### config.mk
export PLATFORM = sky130hd
export DESIGN_NAME = spi_pwm_controller_flat
export DESIGN_NICKNAME = d
export VERILOG_FILES = /design/src/rtl/spi_pwm_controller_if.sv /design/src/rtl/spi_pwm_controller.sv /design/src/flat_wrapper.sv
export SDC_FILE = /design/constraint.sdc
export NUM_CORES = 1
export LEC_CHECK = 0
export BUFFER_PORTS_ARGS = -buffer_cell sky130_fd_sc_hd__clkbuf_2
export CORE_ASPECT_RATIO = 1.5
export CORE_MARGIN = 1.5
export CORE_UTILIZATION = 40
export CTS_BUF_LIST = sky130_fd_sc_hd__clkbuf_8
export CTS_CLUSTER_DIAMETER = 80
export DETAILED_ROUTE_END_ITERATION = 10
export PLACE_DENSITY_LB_ADDON = 0.3
export REMOVE_ABC_BUFFERS = 1
export SETUP_SLACK_MARGIN = 0.2
export SYNTH_ARGS = -nofsm -noshare
export SYNTH_HDL_FRONTEND = slang
export SYNTH_SLANG_ARGS = --single-unit
### constraint.sdc
create_clock -name clk -period 15.17 [get_ports clk]
set_clock_uncertainty 0.2 [all_clocks]
set_input_delay 2.2755 -clock clk [delete_from_list [all_inputs] [get_ports clk]]
set_output_delay 2.2755 -clock clk [all_outputs]
set_load 0.1 [all_outputs]
### src/rtl/spi_pwm_controller_if.sv
// SPI mode-0 bus bundle between an external master and the PWM controller.
// The master drives sclk/mosi/cs_n and the controller returns miso.
interface spi_pwm_controller_if;
   logic spi_sclk;
   logic spi_mosi;
   logic spi_cs_n;
   logic spi_miso;

   modport master (
      output spi_sclk,
      output spi_mosi,
      output spi_cs_n,
      input  spi_miso
   );

   modport slave (
      input  spi_sclk,
      input  spi_mosi,
      input  spi_cs_n,
      output spi_miso
   );
endinterface

### src/rtl/spi_pwm_controller.sv
// SPI-programmed multi-channel PWM generator: a 16-bit SPI register interface
// sampled in the clk domain, a prescaled wrap counter and per-channel duty shadows.
module spi_pwm_controller #(
   parameter int unsigned NUM_CH = 16,
   parameter int unsigned DUTY_W = 8
) (
   input  logic                clk,
   input  logic                rst,
   spi_pwm_controller_if.slave spi,
   output logic [NUM_CH-1:0]   pwm_out,
   output logic                period_start
);

   localparam logic [DUTY_W-1:0] CNT_LAST = {{(DUTY_W-1){1'b1}}, 1'b0};
   localparam logic [DUTY_W-1:0] CNT_ONE  = {{(DUTY_W-1){1'b0}}, 1'b1};
   localparam logic [15:0]       CH_MASK  = 16'((33'd1 << NUM_CH) - 33'd1);

   typedef enum logic [0:0] {StIdle, StFrame} frame_state_e;

   // Synchronisers: index 1 is the synchronised value, index 2 its previous sample.
   logic [2:0] sclk_sync_q;
   logic [2:0] cs_sync_q;
   logic [1:0] mosi_sync_q;

   always_ff @(posedge clk or posedge rst) begin
      if (rst) begin
         sclk_sync_q <= '0;
         cs_sync_q   <= '0;
         mosi_sync_q <= '0;
      end else begin
         sclk_sync_q <= {sclk_sync_q[1:0], spi.spi_sclk};
         cs_sync_q   <= {cs_sync_q[1:0], spi.spi_cs_n};
         mosi_sync_q <= {mosi_sync_q[0], spi.spi_mosi};
      end
   end

   logic sclk_rise, sclk_fall, cs_rise, cs_fall, mosi_bit;

   assign sclk_rise = sclk_sync_q[1] & ~sclk_sync_q[2];
   assign sclk_fall = ~sclk_sync_q[1] & sclk_sync_q[2];
   assign cs_rise   = cs_sync_q[1] & ~cs_sync_q[2];
   assign cs_fall   = ~cs_sync_q[1] & cs_sync_q[2];
   assign mosi_bit  = mosi_sync_q[1];

   // Register file
   logic [15:0]       out_en_q;
   logic [15:0]       pwm_en_q;
   logic [7:0]        prescale_q;
   logic              frame_err_q;
   logic [DUTY_W-1:0] duty_q   [NUM_CH];
   logic [DUTY_W-1:0] shadow_q [NUM_CH];

   // Frame receiver
   frame_state_e state_q;
   logic [4:0]   bit_cnt_q;
   logic [15:0]  shift_q;
   logic [7:0]   rd_shift_q;
   logic         is_read_q;
   logic         miso_q;

   logic [6:0] rd_addr;
   logic [7:0] rd_value;

   // Address as it will stand once the 8th bit is shifted in.
   assign rd_addr = {shift_q[5:0], mosi_bit};

   always_comb begin
      rd_value = '0;
      unique case (rd_addr)
         7'h00:   rd_value = out_en_q[7:0];
         7'h01:   rd_value = out_en_q[15:8];
         7'h02:   rd_value = pwm_en_q[7:0];
         7'h03:   rd_value = pwm_en_q[15:8];
         7'h04:   rd_value = prescale_q;
         7'h05:   rd_value = {7'd0, frame_err_q};
         default: begin
            for (int ch = 0; ch < NUM_CH; ch++) begin
               if (rd_addr == 7'(16 + ch)) rd_value = 8'(duty_q[ch]);
            end
         end
      endcase
   end

   always_ff @(posedge clk or posedge rst) begin
      if (rst) begin
         state_q    <= StIdle;
         bit_cnt_q  <= '0;
         shift_q    <= '0;
         rd_shift_q <= '0;
         is_read_q  <= 1'b0;
         miso_q     <= 1'b0;
      end else begin
         if (cs_fall) begin
            state_q   <= StFrame;
            bit_cnt_q <= '0;
            is_read_q <= 1'b0;
            miso_q    <= 1'b0;
         end else if (state_q == StFrame) begin
            if (cs_rise) begin
               state_q <= StIdle;
            end else begin
               if (sclk_rise) begin
                  shift_q <= {shift_q[14:0], mosi_bit};
                  if (bit_cnt_q < 5'd17) bit_cnt_q <= bit_cnt_q + 5'd1;
                  if (bit_cnt_q == 5'd7) begin
                     is_read_q  <= ~shift_q[6];
                     rd_shift_q <= rd_value;
                  end
               end
               // Data phase: bit counts 8..15 cover the eight falling edges.
               if (sclk_fall && is_read_q && bit_cnt_q[4:3] == 2'b01) begin
                  miso_q     <= rd_shift_q[7];
                  rd_shift_q <= {rd_shift_q[6:0], 1'b0};
               end
            end
         end
         if (cs_sync_q[1]) miso_q <= 1'b0;
      end
   end

   assign spi.spi_miso = miso_q & ~spi.spi_cs_n;

   logic       frame_end, commit_wr, frame_err_set, prescale_wr;
   logic [6:0] wr_addr;
   logic [7:0] wr_data;

   assign frame_end     = (state_q == StFrame) && cs_rise;
   assign commit_wr     = frame_end && (bit_cnt_q == 5'd16) && shift_q[15];
   assign frame_err_set = frame_end && (bit_cnt_q != 5'd16);
   assign wr_addr       = shift_q[14:8];
   assign wr_data       = shift_q[7:0];
   assign prescale_wr   = commit_wr && (wr_addr == 7'h04);

   always_ff @(posedge clk or posedge rst) begin
      if (rst) begin
         out_en_q    <= '0;
         pwm_en_q    <= '0;
         prescale_q  <= '0;
         frame_err_q <= 1'b0;
         for (int ch = 0; ch < NUM_CH; ch++) duty_q[ch] <= '0;
      end else begin
         if (commit_wr) begin
            unique case (wr_addr)
               7'h00:   out_en_q[7:0]  <= wr_data & CH_MASK[7:0];
               7'h01:   out_en_q[15:8] <= wr_data & CH_MASK[15:8];
               7'h02:   pwm_en_q[7:0]  <= wr_data & CH_MASK[7:0];
               7'h03:   pwm_en_q[15:8] <= wr_data & CH_MASK[15:8];
               7'h04:   prescale_q     <= wr_data;
               default: begin
                  for (int ch = 0; ch < NUM_CH; ch++) begin
                     if (wr_addr == 7'(16 + ch)) duty_q[ch] <= wr_data[DUTY_W-1:0];
                  end
               end
            endcase
         end
         // A hardware error outranks a simultaneous write-1-to-clear.
         if (frame_err_set) begin
            frame_err_q <= 1'b1;
         end else if (commit_wr && wr_addr == 7'h05 && wr_data[0]) begin
            frame_err_q <= 1'b0;
         end
      end
   end

   // Prescaler and period counter
   logic [7:0]        presc_cnt_q;
   logic [DUTY_W-1:0] cnt_q;
   logic              period_start_q;
   logic              tick, wrap;

   assign tick = (presc_cnt_q == prescale_q);
   assign wrap = tick && (cnt_q == CNT_LAST);

   always_ff @(posedge clk or posedge rst) begin
      if (rst) begin
         presc_cnt_q    <= '0;
         cnt_q          <= '0;
         period_start_q <= 1'b0;
         for (int ch = 0; ch < NUM_CH; ch++) shadow_q[ch] <= '0;
      end else begin
         if (prescale_wr || tick) presc_cnt_q <= '0;
         else                     presc_cnt_q <= presc_cnt_q + 8'd1;

         if (tick) cnt_q <= wrap ? '0 : cnt_q + CNT_ONE;
         period_start_q <= wrap;

         if (wrap) begin
            for (int ch = 0; ch < NUM_CH; ch++) shadow_q[ch] <= duty_q[ch];
         end
      end
   end

   assign period_start = period_start_q;

   // Enables act directly on the output stage so they never wait for a wrap.
   logic [NUM_CH-1:0] pwm_q;

   always_ff @(posedge clk or posedge rst) begin
      if (rst) begin
         pwm_q <= '0;
      end else begin
         for (int ch = 0; ch < NUM_CH; ch++) begin
            pwm_q[ch] <= out_en_q[ch] & (~pwm_en_q[ch] | (cnt_q < shadow_q[ch]));
         end
      end
   end

   assign pwm_out = pwm_q;

endmodule

### src/flat_wrapper.sv
// flat-port wrapper written by rule: the top's interface ports become plain ports
module spi_pwm_controller_flat 
#(
   parameter int unsigned NUM_CH = 16,
   parameter int unsigned DUTY_W = 8
)
  (clk, rst, pwm_out, period_start, spi_spi_sclk, spi_spi_mosi, spi_spi_cs_n, spi_spi_miso);
  spi_pwm_controller_if spi_i ();
  input  logic clk;
  input  logic rst;
  output logic [NUM_CH-1:0] pwm_out;
  output logic period_start;
  input wire logic [$bits(spi_i.spi_sclk)-1:0] spi_spi_sclk;
  input wire logic [$bits(spi_i.spi_mosi)-1:0] spi_spi_mosi;
  input wire logic [$bits(spi_i.spi_cs_n)-1:0] spi_spi_cs_n;
  output wire logic [$bits(spi_i.spi_miso)-1:0] spi_spi_miso;
  assign spi_i.spi_sclk = spi_spi_sclk;
  assign spi_i.spi_mosi = spi_spi_mosi;
  assign spi_i.spi_cs_n = spi_spi_cs_n;
  assign spi_spi_miso = spi_i.spi_miso;
  spi_pwm_controller #(.NUM_CH(NUM_CH), .DUTY_W(DUTY_W)) u_core (.clk(clk), .rst(rst), .spi(spi_i), .pwm_out(pwm_out), .period_start(period_start));
endmodule
# [Yosys cells after proc, flatten, opt, wreduce, memory -nomap -nowiden]
# Index checks and enable logic that the tools add are counted.
[totals] regBits=370 inputBits=5 output_inout_bits=18 elab_cells=274
[classes] add_sub_neg=3 n_lt_le_gt_ge=17 eq_ne=50 n_mux=42 bitwise=62 reduce_logical=49
[ops] operator="7-bit by 5-bit == test with 1-bit output, second input constant" count=32
[ops] operator="8-bit 2-to-1 mux" count=21
[ops] operator="8-bit less-than comparator" count=16
[ops] operator="3-bit AND reduction" count=17
[ops] operator="8-bit case mux with 6 select lines" count=1
[ops] operator="7-bit by 2-bit == test with 1-bit output, second input constant" count=4
[ops] operator="7-bit by 3-bit == test with 1-bit output, second input constant" count=4
[ops] operator="5-bit 2-to-1 mux" count=5
[ops] operator="1-bit NOT" count=25
[ops] operator="1-bit bitwise AND" count=21
[ops] operator="8-bit by 1-bit adder with 8-bit output, second input constant" count=2
[ops] operator="1-bit OR" count=16
[ops] operator="1-bit 2-to-1 mux" count=15
[ops] operator="7-bit by 1-bit == test with 1-bit output, second input constant" count=2
[ops] operator="7-bit logical NOT" count=2
[ops] operator="2-bit nonzero test" count=7
[ops] operator="4-bit AND reduction" count=3
[ops] operator="1-bit logical AND" count=10
[ops] operator="2-bit AND reduction" count=5
[ops] operator="8-bit == test" count=1
[ops] operator="8-bit == test, second input constant" count=1
[ops] operator="3-bit nonzero test" count=2
[ops] operator="5-bit by 1-bit adder with 5-bit output, second input constant" count=1
[ops] operator="5-bit by 3-bit == test with 1-bit output, second input constant" count=1
[ops] operator="other kinds (9)" count=9

# [Depth between registers and ports, before layout]
# Gate-level depths: netlist of run 1.
[depth] depth_word=21 depth_mapped=10 ltp_nobuf=8

# [Least setup slack after synthesis of run 1]
# OpenSTA, ideal clock, no wires.
[synth_timing] path_type="input to output" startpoint="input port spi_spi_cs_n" endpoint="output port spi_spi_miso" arrival_ns=3.611 required_time_ns=12.695 slack_ns=9.084 cell_stages=1 path_cell_list="nor2b_1"
[synth_between] elab_chain_cells=2
[synth_lines] element="from (decl)" line_no="flat_wrapper.sv:15" text="input wire logic [$bits(spi_i.spi_cs_n)-1:0] spi_spi_cs_n;"
[synth_lines] element="1-bit NOT" line_no="spi_pwm_controller.sv:121" text="assign spi.spi_miso = miso_q & ~spi.spi_cs_n;"
[synth_lines] element="1-bit bitwise AND" line_no="spi_pwm_controller.sv:121"
[synth_lines] element="to (decl)" line_no="flat_wrapper.sv:16" text="output wire logic [$bits(spi_i.spi_miso)-1:0] spi_spi_miso;"
# No other way between the ends.

# [Worst setup path in the final report of run 1]
# Same ends and word-level chain as after synthesis.

==> results of run 1 <==
## metal layers
| layer | part of all wire (%) | wire length, um | track usage (%) |
|---|---|---|---|
| met2 | 52 | 27980 | 40.78 |
| met4 | 6.3 | 3362 | 13.45 |
| met1 | 38 | 20200 | 24.77 |
| met5 | 0.024 | 13 | 0 |
| met3 | 3.7 | 1983 | 2.607 |
## where the power goes
part / leakage [nW] / total [mW] / switching [mW] / internal, mW
combinational: 3.91 / 0.295 / 0.226 / 0.0683
sequential: 5.12 / 1.02 / 0.0229 / 1.00
clock: 0.645 / 0.820 / 0.392 / 0.428
total: 9.68 / 2.14 / 0.641 / 1.50
## logic make-up (layout without fill, tap and decap cells)
kind of cell,Yosys count,in the layout,synth area share [%]
compound gates,290,290,10.32
xor+xnor,16,16,0.7411
fa+ha+maj,119,119,7.874
buf+inv,204,267,4.394
flops,370,370,48.96
mux,326,326,19.41
other cells,0,1,0
simple gates,290,290,8.304
## layout by cell type, fill, tap and decap left out, drive strengths merged, types with 30 or more instances in the layout
| cell | synthesis | layout |
|---|---|---|
| nor2 | 45 | 45 |
| a21o | 35 | 35 |
| o21ai | 75 | 75 |
| mux2 | 295 | 295 |
| clkbuf | 36 | 95 |
| inv | 123 | 141 |
| dfrtp | 370 | 370 |
| ha | 119 | 119 |
| a21oi | 30 | 30 |
| nand2 | 71 | 71 |
| o21a | 34 | 34 |
## per-stage QoR
step / total power, mW / area, um2 / hold WS, ns / instances / util, %
3_5_place_dp: 1.332 / 19590 / 0.1355 / 2175 / 41.93
5_1_grt: 2.215 / 20710 / 0.1665 / 2273 / 44.32
3_3_place_gp: 1.329 / 19590 / 0.1387 / 2175 / 41.93
4_1_cts: 2.151 / 20700 / 0.1499 / 2272 / 44.31
6_report: 2.138 / 20710 / 0.1488 / 2273 / 44.32
2_1_floorplan: 1.195 / 18550 / 0.1312 / 1537 / -
## worst paths after layout
path                                             from               endpoint  slack [ns]  depth (start not counted)
worst max register to register        u_core.cnt_q[0]    u_core.shadow_q[67]       11.04                         10
min in group asynchronous                         rst        u_core.cnt_q[0]        1.58                          2
max in group asynchronous                         rst  u_core.mosi_sync_q[1]       10.76                          4
worst min-delay path            u_core.sclk_sync_q[0]  u_core.sclk_sync_q[1]        0.15                          0
worst max-delay path                     spi_spi_cs_n           spi_spi_miso        9.75                          3
worst min register to register  u_core.sclk_sync_q[0]  u_core.sclk_sync_q[1]        0.15                          0
## flip-flops by register name, summed over array words and instances, names as in the netlist
| signal | cells |
|---|---|
| u_core.duty_q | 128 |
| u_core.rd_shift_q | 8 |
| u_core.state_q | 1 |
| u_core.out_en_q | 16 |
| u_core.shadow_q | 128 |
| u_core.prescale_q | 8 |
| u_core.cs_sync_q | 3 |
| u_core.bit_cnt_q | 5 |
| u_core.frame_err_q | 1 |
| u_core.is_read_q | 1 |
| u_core.mosi_sync_q | 2 |
| u_core.sclk_sync_q | 3 |
| u_core.shift_q | 16 |
| u_core.miso_q | 1 |
| u_core.pwm_en_q | 16 |
| u_core.period_start | 1 |
| u_core.pwm_out | 16 |
| u_core.presc_cnt_q | 8 |
| u_core.cnt_q | 8 |
## worst reg2reg max path: stages, from the launching register on
cell and delay (ns):
dfrtp_1 0.32, buf_4 0.32, inv_1 0.11, ha_1 0.22
nand3_1 0.08, nor2_1 0.14, nand3_2 0.10, buf_4 0.67
clkinv_2 0.83, buf_4 0.59, mux2_2 0.42
## area by class of cell
cell class / instances / share of cell area [%]
antenna: 1 / 0.01208
tap: 594 / 3.589
inverter: 126 / 2.326
clock inverter: 24 / 0.5257
multi-input combinational: 1041 / 42.62
clock buffer: 73 / 4.852
timing repair buffer: 44 / 1.329
sequential: 370 / 44.75
==> run metrics, run 1 <==
post-cts gate resize count 0; clock sinks 370; H-tree levels 2; violation count after the first detailed-route iteration approximately 700; largest net degree at the start of global routing 106; CTS root buf clkbuf_8; Fillers 4,343; Worst Path Class, Setup in -> out; fmax between 150 and 200 MHz; first-pass GRT wire length 82,140 um; Worst-path clk slew 0.06 ns; Final Hold Vio Count 0; Synth top area share 48.96%; ys async rst share 100.0%; slew margin rel. between 15 and 20%; Ports 23; leakage power 9.678 nW; Place WS 9.762 ns; DRC Markers 0; worst-skew pair later-pin latency about 0.63 ns; Crit path buffers/inverters 2; Synth area leaders dfrtp_1, mux2_2, ha_1; antenna violations before repair 3; Max Fanout on Critical Path 2; VDD IR max 56.25 uV; max-slew violation count 0; number of synthesized flops with an enable pin 0; final worst path period share between 30 and 40%; Critical Path Slowest Stage Cell clkbuf_2; FP Rows 97; post-CTS repair timing setup buffer count 0; die area 0.04861 mm2; worst setup margin 9.751 ns; DP HPWL 36,560 um; status finished clean; max incr delay on CP 0.46 ns; IO buf count 22; number of global-route vias before repair 13,340; top cell type by total area after synthesis dfrtp_1; setup TNS 0 ns; Die Span X 180.5 um; cell count after synthesis between 1,500 and 2,000; Netlist cell types between 70 and 80; syn avg cell area 11.71 um2; Reg area 0.009266 mm2; layout cell share with drive strength beyond 1 27.83%; Max Cap Viol 0; Post-CTS Hold Buffers 0; post-synthesis sequential element count 370; Routed Wire Length 53,530 um; Initial Util 40.47%; minimum clock period approximately 5.4 ns; HP Class reg -> reg; DR vias 12,910; sequential area share after synthesis 48.96%; Power Density between 100 and 150 mW/mm2; TritonCTS Buffers 55; Die Height 269.3 um; CTS tree done; Overflow after GRT 0; CORE AREA around 0.047 mm2; Max Buffers Root-to-Sink 3; most frequent cell after synthesis dfrtp_1; GRT Total Usage 22.34%; Final #Nets around 1,800; commonest cells in the netlist dfrtp_1, mux2_2, inv_1, ha_1, o21ai_0; ordered cell list for the critical path clkbuf_2 -> nor2b_1 -> clkbuf_2; dominant synthesized flop cell dfrtp_1; Routed Antenna Nets 0; Synth Cell Area 0.01891 mm2; GP Congestion around 0.95; Setup crit end kind primary output; detailed-route vias per instance around 5.7; drt pass-1 iters 5; Crit path max-delay family buffers and inverters; synth warn 0; Worst Path Required 12.69 ns; Area growth syn-to-layout 9.509%; CP Data Arrival Time 2.94 ns; RSZ-0062 raised after global routing no; worst slew pin tran approximately 1.2 ns; Worst path most repeated cell clkbuf_2; final number of setup-violating endpoints 0; area occupied by multi-input gates 0.008825 mm2; Setup crit start kind input pin; routed len/inst 23.55 um
Power figures use the tool's default switching activity.
==> run 2: changes to the inputs <==
clock period = 5.3 ns   (was 15.17 ns; I/O delays follow)
==> run metrics, run 2 (synthesis gave the netlist of run 1 again) <==
status finished clean; final worst path period share 72.47%; detailed-route vias per instance 5.697; most common cell after layout, fill and taps aside dfrtp_1; GR met2 Demand/Resource 39.72%; HP Class in -> reg; Setup crit end kind flop; Worst Path Required 5.62 ns; Final Cell Area slightly above 0.02 mm2; leakage power 9.710 nW; antenna violations before repair 1; routed len/inst 23.59 um; post-cts gate resize count 0; worst slew pin tran around 1.2 ns; DR vias 12,970; drt pass-1 iters 5; FP Rows 97; VDD IR max 177.7 uV; global-route met1 utilization 25.89%; most frequent cells in the layout dfrtp_1, mux2_2, inv_1; Routed Antenna Nets 0; layout cell share with drive strength beyond 1 28.06%; die area 0.04861 mm2; Max Fanout on Critical Path 41; Area growth syn-to-layout 9.958%; clock sinks 370; Routed Wire Length approximately 54,000 um; Max Cap Viol 0; Setup crit start kind flop; Die Span X 180.5 um; first-pass GRT wire length ~83,000 um; Power Density approximately 300 mW/mm2; Final #Nets 1,762; DRC Markers 0; largest registers u_core.duty_q x128, u_core.shadow_q x128; CORE AREA 0.04673 mm2; CP Data Arrival Time 4.16 ns; IO buf count 22; H-tree levels 2; largest net degree at the start of global routing 127; fmax 260.3 MHz; GRT Total Usage 22.51%; Die Height approximately 270 um; Worst-path clk slew 0.07 ns; Max Buffers Root-to-Sink 3; GRT Max-Usage Layer met2; CTS tree done; number of global-route vias before repair 13,690; worst-skew pair later-pin latency 0.64 ns; violation count after the first detailed-route iteration between 800 and 900; final number of setup-violating endpoints 0; setup TNS 0 ns; RSZ-0062 raised after global routing no; Worst Path Class, Setup reg -> reg; slew margin rel. 19.93%; Overflow after GRT 0; Post-CTS Hold Buffers 0; max-slew violation count 0; post-CTS repair timing setup buffer count 0; Initial Util 40.47%; GP Congestion about 0.96; TritonCTS Buffers 55; DP HPWL 37,620 um; Ports 23; minimum clock period 3.841 ns; placed inst area between 0.015 and 0.02 mm2; GR met3 Demand/Resource under 10%; CTS root buf clkbuf_8; Final Hold Vio Count 0
run 2: changes by cell type in the layout (fill, tap and decap cells not counted), moves of 2 or more:
cell / before / now
clkbuf_8: 73 / 75
clkinv_2: 6 / 10
buf_12: 0 / 4
buf_4: 22 / 18
inv_1: 139 / 137
run 2: path summary, 6_finish.rpt:
check | start | end | slack, ns | depth (start not counted)
max reg2reg | u_core.cnt_q[4] | u_core.shadow_q[65] | 1.46 | 7
min | spi_spi_sclk | u_core.sclk_sync_q[0] | 0.07 | 1
max in group asynchronous | rst | u_core.duty_q[97] | 3.65 | 3
min in group asynchronous | rst | u_core.duty_q[34] | 0.13 | 2
max | u_core.cnt_q[4] | u_core.shadow_q[65] | 1.46 | 7
min reg2reg | u_core.cs_sync_q[0] | u_core.cs_sync_q[1] | 0.14 | 0
run 2: stage by stage:
| stage | setup slack (ns) | instances | hold slack (ns) | power [mW] | utilization, % |
|---|---|---|---|---|---|
| after floorplan | -5.969 | 1537 | 0.1312 | 3.419 | - |
| after global placement | 1.631 | 2175 | 0.1343 | 3.810 | 42.03 |
| after detailed placement | 1.542 | 2175 | 0.1370 | 3.816 | 42.03 |
| after CTS | 1.537 | 2276 | 0.04082 | 6.203 | 44.49 |
| after global routing | 1.317 | 2277 | 0.05316 | 6.384 | 44.50 |
| final | 1.459 | 2277 | 0.06893 | 6.156 | 44.50 |
run 2: final cells by class:
class,count,area [um2]
Inverter,126,481.7
Timing Repair Buffer,44,325.3
Fill cell,4296,25930
Antenna cell,1,2.502
Sequential cell,370,9265
Multi-Input combinational cell,1041,8825
Clock inverter,26,117.6
Tap cell,594,743.2
Clock buffer,75,1032
run 2: per-layer routing:
metal,share of wire (%),wire length [um]
met1,39,20830
met2,51,27340
met3,3.5,1894
met4,6.8,3643
met5,0,0
run 2: power breakdown:
part	total [mW]	internal (mW)	switching, mW
Sequential	2.96	2.86	0.0988
Combinational	0.815	0.203	0.611
Clock	2.38	1.26	1.12
run 2: worst max-delay path, stage by stage, from the launching register on:
cell      delay, ns
dfrtp_1        1.14
and3_1         0.34
nand2_1        0.09
nor2_1         0.45
nand3_2        0.15
clkinv_2       0.56
buf_12         0.32
mux2_2         0.38
